**config.mk**
```make
export PLATFORM = sky130hd
export DESIGN_NAME = clk_set_ctrl
export DESIGN_NICKNAME = d
export VERILOG_FILES = /design/src/rtl/clk_set_ctrl.sv
export SDC_FILE = /design/constraint.sdc
export NUM_CORES = 1
export LEC_CHECK = 0
export BUFFER_PORTS_ARGS = -buffer_cell sky130_fd_sc_hd__buf_2
export CORE_MARGIN = 1.5
export CORE_UTILIZATION = 52
export CTS_BUF_LIST = sky130_fd_sc_hd__clkbuf_2
export DETAILED_ROUTE_END_ITERATION = 7
export PLACE_DENSITY_LB_ADDON = 0.1
export SLEW_MARGIN = 20
export SYNTH_ARGS = -nofsm -noshare
export SYNTH_HDL_FRONTEND = slang
export SYNTH_SLANG_ARGS = --single-unit
```
**constraint.sdc**
```tcl
create_clock -name clk -period 3.3 [get_ports clk]
set_clock_uncertainty 0.1 [all_clocks]
set_input_delay 0.165 -clock clk [delete_from_list [all_inputs] [get_ports clk]]
set_output_delay 0.165 -clock clk [all_outputs]
set_load 0.1 [all_outputs]
```
**src/rtl/clk_set_ctrl.sv**
```systemverilog
// Key-driven RUN/SET sequencer for the clock digit datapath, with a cursor blink mask.
// Optional build macro SET_TIMEOUT_EN adds auto-exit from SET after key inactivity.
module clk_set_ctrl #(
    parameter logic [25:0] CNT_BLINK_MAX = 26'd24_999_999
`ifdef SET_TIMEOUT_EN
    ,
    parameter logic [25:0] CNT_1S_MAX    = 26'd49_999_999,
    parameter logic [4:0]  TIMEOUT_S     = 5'd10
`endif
) (
    input  logic       clk,
    input  logic       rst_n,
    input  logic       key_mode,
    input  logic       key_shift,
    input  logic       key_inc,
    output logic       work_en,
    output logic [2:0] set_pos,
    output logic [3:0] set_data,
    output logic       set_flag,
    output logic [5:0] blink_mask
);

    typedef enum logic [2:0] {RUN, SET, FIX, COMMIT1, COMMIT2} ctrlState_t;

    ctrlState_t       r_state, w_nextState;
    logic [2:0]       r_cursor, w_nextCursor;
    logic [5:0][3:0]  r_digits, w_nextDigits;
    logic             r_workEn, w_nextWorkEn;
    logic [2:0]       r_setPos, w_nextPos;
    logic [3:0]       r_setData, w_nextData;
    logic             r_setFlag, w_nextFlag;
    logic [5:0]       r_blinkMask, w_nextMask;
    logic [25:0]      r_blinkCnt, w_nextBlinkCnt;
    logic             r_blinkOff, w_nextBlinkOff;

    logic             w_anyKey;
    logic             w_timeout;
    logic [3:0]       w_curDigit;
    logic [3:0]       w_limit;
    logic [3:0]       w_incVal;

    assign w_anyKey   = key_mode | key_shift | key_inc;
    assign w_curDigit = r_digits[r_cursor];
    assign w_incVal   = (w_curDigit >= w_limit) ? 4'd0 : w_curDigit + 4'd1;

    // Hour-low may only reach 3 once hour-high is 2 (24-hour clock)
    always_comb begin
        w_limit = 4'd9;
        case (r_cursor)
            3'd1, 3'd3: w_limit = 4'd5;
            3'd4:       w_limit = (r_digits[5] == 4'd2) ? 4'd3 : 4'd9;
            3'd5:       w_limit = 4'd2;
            default:    w_limit = 4'd9;
        endcase
    end

`ifdef SET_TIMEOUT_EN
    logic [25:0] r_tickCnt;
    logic [4:0]  r_idleSec;

    // Fires on the tick that would bring the idle count up to TIMEOUT_S
    assign w_timeout = (r_state == SET) && !w_anyKey && (r_tickCnt == CNT_1S_MAX)
                       && (r_idleSec == TIMEOUT_S - 5'd1);

    always_ff @(posedge clk) begin
        if (!rst_n || r_state != SET || w_anyKey) begin
            r_tickCnt <= '0;
            r_idleSec <= '0;
        end else if (r_tickCnt == CNT_1S_MAX) begin
            r_tickCnt <= '0;
            r_idleSec <= r_idleSec + 5'd1;
        end else begin
            r_tickCnt <= r_tickCnt + 26'd1;
        end
    end
`else
    assign w_timeout = 1'b0;
`endif

    // Outputs are computed for the next state so they register alongside it
    always_comb begin
        w_nextState  = r_state;
        w_nextCursor = r_cursor;
        w_nextDigits = r_digits;
        w_nextWorkEn = r_workEn;
        w_nextPos    = r_setPos;
        w_nextData   = r_setData;
        w_nextFlag   = 1'b0;
        case (r_state)
            RUN: begin
                w_nextWorkEn = 1'b1;
                if (key_mode) begin
                    w_nextState  = SET;
                    w_nextWorkEn = 1'b0;
                    w_nextCursor = 3'd0;
                    w_nextPos    = 3'd0;
                    w_nextData   = 4'd0;
                    w_nextDigits = '0;
                end
            end
            SET: begin
                w_nextPos  = r_cursor;
                w_nextData = w_curDigit;
                if (key_mode || w_timeout) begin
                    w_nextState = COMMIT1;
                    w_nextFlag  = 1'b1;
                end else if (key_shift) begin
                    w_nextCursor = (r_cursor == 3'd5) ? 3'd0 : r_cursor + 3'd1;
                    w_nextPos    = w_nextCursor;
                    w_nextData   = r_digits[w_nextCursor];
                end else if (key_inc) begin
                    w_nextDigits[r_cursor] = w_incVal;
                    w_nextData             = w_incVal;
                    w_nextFlag             = 1'b1;
                    if (r_cursor == 3'd5 && w_incVal == 4'd2 && r_digits[4] > 4'd3)
                        w_nextState = FIX;
                end
            end
            FIX: begin
                w_nextState     = SET;
                w_nextDigits[4] = 4'd0;
                w_nextPos       = 3'd4;
                w_nextData      = 4'd0;
                w_nextFlag      = 1'b1;
            end
            COMMIT1: begin
                w_nextState  = COMMIT2;
                w_nextWorkEn = 1'b0;
            end
            COMMIT2: begin
                w_nextState  = RUN;
                w_nextWorkEn = 1'b1;
            end
            default: w_nextState = RUN;
        endcase

        if (r_state == RUN || w_anyKey) begin
            w_nextBlinkCnt = '0;
            w_nextBlinkOff = 1'b0;
        end else if (r_blinkCnt == CNT_BLINK_MAX) begin
            w_nextBlinkCnt = '0;
            w_nextBlinkOff = ~r_blinkOff;
        end else begin
            w_nextBlinkCnt = r_blinkCnt + 26'd1;
            w_nextBlinkOff = r_blinkOff;
        end

        if (w_nextState == RUN)
            w_nextMask = 6'b111111;
        else
            w_nextMask = ~(6'(w_nextBlinkOff) << w_nextPos);
    end

    always_ff @(posedge clk) begin
        if (!rst_n) begin
            r_state     <= RUN;
            r_cursor    <= '0;
            r_digits    <= '0;
            r_workEn    <= 1'b1;
            r_setPos    <= '0;
            r_setData   <= '0;
            r_setFlag   <= 1'b0;
            r_blinkMask <= 6'b111111;
            r_blinkCnt  <= '0;
            r_blinkOff  <= 1'b0;
        end else begin
            r_state     <= w_nextState;
            r_cursor    <= w_nextCursor;
            r_digits    <= w_nextDigits;
            r_workEn    <= w_nextWorkEn;
            r_setPos    <= w_nextPos;
            r_setData   <= w_nextData;
            r_setFlag   <= w_nextFlag;
            r_blinkMask <= w_nextMask;
            r_blinkCnt  <= w_nextBlinkCnt;
            r_blinkOff  <= w_nextBlinkOff;
        end
    end

    assign work_en    = r_workEn;
    assign set_pos    = r_setPos;
    assign set_data   = r_setData;
    assign set_flag   = r_setFlag;
    assign blink_mask = r_blinkMask;

endmodule

```
==> results.json <==
{
  "synth-async-reset-ratio_pct": 0,
  "combPwrFrac_pct": 10.5,
  "max_freq_ghz": 0.316,
  "min_path_type": "in -> reg",
  "grt_pass1_vias": 3242,
  "dieHeight_um": 90.1,
  "intPower_uw": 1040,
  "period_minus_slack_ns": 3.17,
  "drt-total-wl_um": 9950,
  "start_util_pct": 54.1,
  "slew_viol_final": 0,
  "routed_via_density": 5.94,
  "powerDensity_nw_per_um2": 357,
  "die_w_um": 90.1,
  "root_buffer": "clkbuf_2",
  "num_io_pins": 20,
  "yosysTopAreaCellShare_pct": 36.5,
  "drive_above_1_share_pct": 15.5,
  "status": "finished clean",
  "drt-pass1-iter-count": 5,
  "rows": 31,
  "dp_hpwl_um": 7270,
  "slew-limit-headroom_pct": 50.1,
  "postRouteAntennaNets": 0,
  "seqPwrFrac_pct": 58.0,
  "startpoint_type": "flip-flop",
  "dieArea_um2": 8120,
  "path_max_fanout": 11,
  "htree_levels": 3,
  "grt_pass1_wl_um": 16300,
  "io_buffer_count": 19,
  "syn_area_per_cell_um2": 8.45,
  "clock_path_buffers": 2,
  "synth_edf_count": 0,
  "crit_arrival_ns": 3.56,
  "insertion_delay_ns": 0.54,
  "path_clk_slew_ns": 0.25,
  "critPathKind": "reg -> reg",
  "place.gp.congestion": 0.952,
  "core-area_um2": 7290,
  "diodes": 0,
  "post_drt_wl_per_cell_um": 16.7,
  "post_cts_buffers": 0,
  "tightest_slew_ns": 0.742,
  "final-instance-count-excl-fill": 597,
  "dp_cells": 578,
  "holdWs_ns": 0.0233,
  "clkPwrFrac_pct": 31.5,
  "grt_overflow": 0,
  "synth_area_leaders": "dfxtp_1, nor2_1, xor2_1, nand2_1, nand3_1",
  "yosysTopAreaCell": "dfxtp_1",
  "final_common_cell": "dfxtp_1",
  "syn-num-nets": 479,
  "finalHoldViolCount": 0,
  "cts_made_buffers": 9,
  "worst-endpoint-required_ns": 3.69,
  "grt_max_degree": 34,
  "finalSetupTns_ns": 0,
  "synth_seq_cells": 72,
  "setup_viol": 0,
  "vias": 3545,
  "max_cap_violations": 0,
  "p_sw_uw": 499,
  "nets": 505,
  "end_kind": "flip-flop",
  "areaGrowthSynthToFinish_pct": 9.10,
  "cts_tree": "done",
  "p_leak_uw": 0.00154,
  "synth_flop_cell": "dfxtp_1",
  "synth_cell_types": 70,
  "dr.first_iter.drc_count": 203,
  "antenna_found_initial": 0,
  "grt_use_total_pct": 25.4,
  "synthCells": 467,
  "synthesis.area_um2": 3950,
  "route.detailed.drc": 0,
  "vdd_drop_max_v": 0.000210,
  "clock_sinks": 72,
  "finalCritPeriodShare_pct": 96.0,
  "mostFrequentLayoutCells": "dfxtp_1, nor2_1, nand2_1",
  "swShare_pct": 32.5,
  "power.total_uw": 1540,
  "grt_setup_unrepaired": "no",
  "synth_seq_area_share_pct": 36.5,
  "ys.warnings.count": 0
}
[synthesized netlist by cell type, types with 10 or more instances]
cell / instances
dfxtp_1: 72
nand2b_1: 10
o21ai_0: 17
nand2_1: 37
and3_1: 15
inv_1: 10
nor2b_1: 18
xor2_1: 18
nand3_1: 26
a21oi_1: 24
a22oi_1: 17
mux2i_1: 11
clkbuf_1: 13
nor2_1: 50
[sequential cells by signal, indices dropped and copies added (netlist names)]
name        count
set_flag        1
set_pos         3
r_cursor        3
r_blinkOff      1
r_state         3
blink_mask      6
work_en         1
r_blinkCnt     26
set_data        4
r_digits       24
[power by group through the flow]
stage                     sequential [uW]  clock, uW  combinational, uW
after floorplan                       932          0               91.1
after global placement                907          0                156
after detailed placement              907          0                156
after CTS                             891        496                160
after global routing                  893        533                173
final                                 891        484                162
[cells by family after synthesis]
| kind of cell | synth area share [%] |
|---|---|
| xor gates and xnor gates | 6.18 |
| DFF | 36.5 |
| buffers and inverters | 4.25 |
| muxes | 3.74 |
| AOI/OAI and AO/OA | 19.9 |
| adders and majority gates | 2.22 |
| and+or+nand+nor | 27.2 |
[routing by layer]
metal / global-route usage, % / share of wire (%) / vias to the layer above
met5: 0 / 0 / -
met4: 11.1 / 2.9 / 0
met3: 4.31 / 5.5 / 28
met2: 38.1 / 44 / 130
met1: 35.7 / 48 / 1657
li1: - / - / 1730
[through the flow]
stage | utilization (%) | setup slack, ns | area [um^2]
6_report | 59.0 | 0.132 | 4300
3_5_place_dp | 57.1 | 0.108 | 4160
5_1_grt | 59.0 | 0.0178 | 4300
4_1_cts | 59.0 | 0.0413 | 4300
2_1_floorplan | - | 0.458 | 3950
3_3_place_gp | 57.1 | 0.169 | 4160
[critical path, stage by stage (launching register included)]
cell	delay, ns
dfxtp_2	0.46
buf_4	0.19
and2_0	0.17
ha_1	0.22
a211o_1	0.24
ha_1	0.26
nand2b_1	0.14
a211o_1	0.33
a21o_1	0.26
nor3b_2	0.45
nand3_1	0.14
a21boi_1	0.16
[final cells by class]
class                      count  area, um^2
clock buffer                   9        45.0
clock inverter                 7        65.1
fill                         697        2990
inverter                      12        45.0
multi-input combinational    360        2340
sequential                    72        1440
tap                           99         124
timing repair buffer          38         245
[path summary, 6_finish.rpt]
check	startpoint	endpoint	slack (ns)	cells after the start
setup / recovery	r_cursor[0]$_SDFFE_PN0P_	r_digits[18]$_SDFFE_PN0P_	0.13	11
hold / removal	key_inc	set_data[0]$_SDFFE_PN0P_	0.02	5
setup reg to reg	r_cursor[0]$_SDFFE_PN0P_	r_digits[18]$_SDFFE_PN0P_	0.13	11
hold reg to reg	set_data[1]$_SDFFE_PN0P_	set_data[1]$_SDFFE_PN0P_	0.41	2
[timing repair]
action,CTS,global route
resized for setup,0,2
hold buffers,3,0
setup endpoints to repair,0,9
hold endpoints to repair,12,0
Note: power is estimated with default switching activity, not from simulation.
